File: src/rtl/gnrl_ltch_wctl.sv
// gnrl_ltch_wctl: write controller for a bank of DP latches sharing one data bus.
// Each write or clear entry is a SETUP/OPEN/HOLD sequence. The data bus settles one
// cycle before the single enable pulse and is held one cycle after it. All outputs
// are registered except wr_rdy.
module gnrl_ltch_wctl #(
  parameter int DW = 32,
  parameter int DP = 8,
  parameter int AW = 3
) (
  input  logic          clk,
  input  logic          rst,
  input  logic          wr_vld,
  output logic          wr_rdy,
  input  logic [AW-1:0] wr_addr,
  input  logic [DW-1:0] wr_data,
  input  logic          clr_req,
  output logic          clr_done,
  output logic [DP-1:0] ltch_lden,
  output logic [DW-1:0] ltch_dnxt,
  output logic          err_addr
);

  localparam logic [1:0] IDLE  = 2'd0;
  localparam logic [1:0] SETUP = 2'd1;
  localparam logic [1:0] OPEN  = 2'd2;
  localparam logic [1:0] HOLD  = 2'd3;

  // The extra bit lets DP == 2^AW be represented in the range compare.
  localparam logic [AW:0]   DP_EXT     = (AW+1)'(DP);
  localparam logic [AW-1:0] LAST_ENTRY = AW'(DP-1);

  logic [1:0]    state;
  logic          clr_mode;
  logic [AW-1:0] wr_addr_q;
  logic [AW-1:0] clr_cnt;
  logic [AW-1:0] sel_addr;
  logic          sel_ok;
  logic [DP-1:0] sel_onehot;
  logic          wr_acc;

  // A pending clear blocks new writes, so clear wins over a simultaneous write.
  assign wr_rdy = (state == IDLE) && !clr_req && !rst;
  assign wr_acc = wr_vld && wr_rdy;

  // Decode the entry addressed by the current operation into a one-hot enable.
  always_comb begin
    sel_addr   = clr_mode ? clr_cnt : wr_addr_q;
    sel_ok     = ({1'b0, sel_addr} < DP_EXT);
    sel_onehot = '0;
    for (int i = 0; i < DP; i++) begin
      sel_onehot[i] = (32'(sel_addr) == i);
    end
  end

  // Sequencing FSM with registered outputs. The clear walks the entries with its own counter.
  always_ff @(posedge clk) begin
    if (rst) begin
      state     <= IDLE;
      clr_mode  <= 1'b0;
      wr_addr_q <= '0;
      clr_cnt   <= '0;
      ltch_lden <= '0;
      ltch_dnxt <= '0;
      err_addr  <= 1'b0;
      clr_done  <= 1'b0;
    end else begin
      ltch_lden <= '0;
      err_addr  <= 1'b0;
      clr_done  <= 1'b0;
      case (state)
        IDLE: begin
          if (clr_req) begin
            state     <= SETUP;
            clr_mode  <= 1'b1;
            clr_cnt   <= '0;
            ltch_dnxt <= '0;
          end else if (wr_acc) begin
            state     <= SETUP;
            clr_mode  <= 1'b0;
            wr_addr_q <= wr_addr;
            ltch_dnxt <= wr_data;
          end
        end
        SETUP: begin
          state     <= OPEN;
          ltch_lden <= sel_onehot;
          err_addr  <= !clr_mode && !sel_ok;
        end
        OPEN: begin
          state    <= HOLD;
          clr_done <= clr_mode && (clr_cnt == LAST_ENTRY);
        end
        HOLD: begin
          if (clr_mode && (clr_cnt != LAST_ENTRY)) begin
            clr_cnt <= clr_cnt + 1'b1;
            state   <= SETUP;
          end else begin
            clr_mode <= 1'b0;
            state    <= IDLE;
          end
        end
        default: state <= IDLE;
      endcase
    end
  end

endmodule

File: config.mk
export PLATFORM = sky130hd
export DESIGN_NAME = gnrl_ltch_wctl
export DESIGN_NICKNAME = d
export VERILOG_FILES = /design/src/rtl/gnrl_ltch_wctl.sv
export SDC_FILE = /design/constraint.sdc
export NUM_CORES = 1
export LEC_CHECK = 0
export CAP_MARGIN = 20
export CORE_MARGIN = 2
export CORE_UTILIZATION = 44
export DETAILED_ROUTE_END_ITERATION = 8
export PLACE_DENSITY = 0.89
export SLEW_MARGIN = 40
export SYNTH_ARGS = -nofsm -noshare
export SYNTH_HDL_FRONTEND = slang
export SYNTH_SLANG_ARGS = --single-unit
export TNS_END_PERCENT = 10
File: constraint.sdc
create_clock -name clk -period 3.45 [get_ports clk]
set_input_delay 0.5175 -clock clk [delete_from_list [all_inputs] [get_ports clk]]
set_output_delay 0.5175 -clock clk [all_outputs]
set_load 0.05 [all_outputs]
==> key figures <==
Yosys
  – #FFs+latches synth: 50
  – Syn avg cell area: 11.3 sq um
  – Top_reg_cell synth: dfxtp_1
  – Ys async rst share: 0%
  – Mapped Cells: 163
  – Mapped Area: 1840 sq um
  – Cell variety after synth: 33
  – Seq/Total Area, Yosys: a little over half
  – Net Count, Synth: 209
  – Yosys warning count: 0
  – Number of flops mapped to enable cells by yosys: 0

Worst setup path
  – WS Path Type: primary input to output port
  – CP startpoint kind: primary input
  – Max stage delay cell, worst path: clkdlybuf4s50_1
  – Critical path arrival: 2.11 ns
  – Crit. End Element: output port
  – CP max FO: 5
  – Most used cell along the critical path: clkdlybuf4s50_1
  – Worst stage delay on the critical path: 0.80 ns
  – Crit path cell chain: clkdlybuf4s50_1 -> nand2b_1 -> nor2_1 -> clkdlybuf4s50_1
  – Critical Path RT: 2.93 ns

Layout
  – Commonest non-fill, non-tap cell in the layout: clkdlybuf4s50_1
  – Layout cells sized above 1: 6.58%
  – Fin nets: 288
  – Most frequent cells in the layout: clkdlybuf4s50_1, dfxtp_1, a22o_1, nor2_1, nand2_1
  – Antenna cell count: 0
  – Syn-to-layout area delta: 48.0%

Global routing
  – Global-route wire length before repair: roughly 5.6 mm
  – Pin count of the biggest net entering global routing: 33
  – Remaining Overflow, GRT: 0
  – Antenna violations before repair: 0
  – GR Util All Layers: approximately 16%
  – Vias in the first global route: 1256

Clock tree
  – Clk sinks: 50
  – H-tree Lvls: 2
  – Clock-pin slew on the worst setup and hold paths: 0.08 ns
  – CTS tree: yes
  – CTS Buf Count: 5
  – Setup Fix Bufs, Post-CTS: 0
  – Clock root cell: clkbuf_8
  – CTS resizes: 0
  – Clock Tree Buf Depth: 2
  – # hold bufs at CTS: 0
  – Clk_lat worst skew: 0.30 ns

Power and ir drop
  – Gate power share: between 30 and 40%
  – Leak: about 1.0 nW
  – VDD IR max: approximately 0.45 mV
  – Final Power: 0.00164 W
  – Switch Pwr: 0.000609 W
  – Power Density: 602 nW/um^2
  – Internal power: 0.00103 W
  – Switching Fraction: 37.1%
  – Clock power share: 22.0%
  – Sequential power share: a little over two fifths

STA
  – Setup_tns: 0 ns
  – Tcrit/Tclk final: 76.1%
  – Unrepaired setup endpoints after global routing: false
  – Hold Fails Final Rpt: 0
  – Fin. max-slew vios: 0
  – Fin crit period: 2.63 ns
  – Slew HR: a little over half
  – Slew @ Worst Pin: 0.706 ns
  – Final setup violation count: 0
  – Maximum clock rate: 0.381 GHz
  – Clock Skews: 0.00890 ns

Status
  – Status: completed

Floorplanning
  – Initial Util: 45.8%
  – DIE AREA: 4730 sq um
  – Core area: 4030 sq um
  – Num ports: 82
  – Die width: 68.7 um
  – Row count: 23
  – Die Ht: 68.7 um

Routing
  – Via count: 1465
  – WL per Instance: around 13 um
  – First DRT Iteration DRCs: 67
  – Initial DRT Pass Iterations: 4
  – Via/cell ratio: 5.00
  – DRC: 0
  – Final ANT Viol Nets: 0
  – WL final: 3.89 mm

Flow run
  – Max cap viols: 0

Placement
  – Buffers on Ports: 80
  – Post-DP HPWL: 2.87 mm
  – Routability congestion estimate: 0.782

Hold path
  – Hold Crit Class: flip-flop to flip-flop
power by group through the flow:
| stage | Clock, W | Sequential (W) | Combinational [W] |
|---|---|---|---|
| floorplan | 0 | 0.000844 | 0.000291 |
| global placement | 0 | 0.000704 | 0.000583 |
| detailed placement | 0 | 0.000707 | 0.000592 |
| CTS | 0.000375 | 0.000694 | 0.000593 |
| global route | 0.000391 | 0.000705 | 0.000632 |
| finish | 0.000361 | 0.000693 | 0.000588 |
critical path, delay by kind of cell:
family	cells	cell delay, ns
and+or+nand+nor	2	0.34
buffers and inverters	2	1.25
layer usage:
| layer | wire, um | up-vias | GRT usage [%] |
|---|---|---|---|
| met5 | 0 | - | 0 |
| met4 | 53 | 0 | 5.88 |
| met3 | 357 | 7 | 6.49 |
| met2 | 1840 | 52 | 26.6 |
| met1 | 1640 | 656 | 18.8 |
| li1 | - | 750 | - |
cells by family after synthesis:
kind of cell,Yosys count,synth area share [%]
DFF,50,54.3
AOI/OAI and AO/OA,51,22.6
other,1,0.203
adders and majority gates,7,4.75
buffers and inverters,15,5.83
and+or+nand+nor,38,11.7
muxes,1,0.611
flip-flops by register name (all words and copies together), names as in the netlist:
name,cells
ltch_dnxt,32
ltch_lden,8
clr_cnt,3
wr_addr_q,3
state,2
clr_done,1
clr_mode,1
synth_stat cells (all sizes together) (2+ instances only):
cell type	instances	area, sq um
dfxtp	50	1000
nor2b	2	12.5
o22ai	2	12.5
nor3b	2	15.0
a21oi	4	20.0
nand3b	2	18.8
and3b	2	17.5
nand2b	4	25.0
a22o	32	280
buf	9	85.1
nor2	11	56.3
ha	7	87.6
o32ai	2	17.5
inv	6	22.5
nand3	4	20.0
a211oi	2	20.0
a31oi	4	25.0
nand2	8	30.0
cell type report:
| cell class | instances | area, sq um |
|---|---|---|
| inverters | 6 | 22.5 |
| flip-flops and latches | 50 | 1000 |
| fillers | 329 | 1300 |
| clock inverters | 2 | 16.3 |
| repair buffers | 81 | 808 |
| well taps | 50 | 62.6 |
| clock buffers | 6 | 82.6 |
| multi-input cells | 98 | 736 |
through the flow:
stage	std cells	setup slack, ns	area [sq um]	util (%)	hold slack, ns
after floorplan	163	1.52	1840	-	0.434
after global placement	285	0.852	2630	65.3	0.449
after detailed placement	285	0.834	2630	65.3	0.451
after CTS	293	0.817	2730	67.7	0.463
after global routing	293	0.732	2730	67.7	0.488
final	293	0.825	2730	67.7	0.466
worst paths after layout:
path / start / to / slack [ns] / cells past startpoint
min reg2reg: wr_addr_q[2] / wr_addr_q[2] / 0.47 / 2
max reg2reg: state[1] / ltch_dnxt[3] / 1.69 / 5
min: wr_addr_q[2] / wr_addr_q[2] / 0.47 / 2
max: clr_req / wr_rdy / 0.82 / 4
Note: power is estimated with default switching activity, not from simulation.
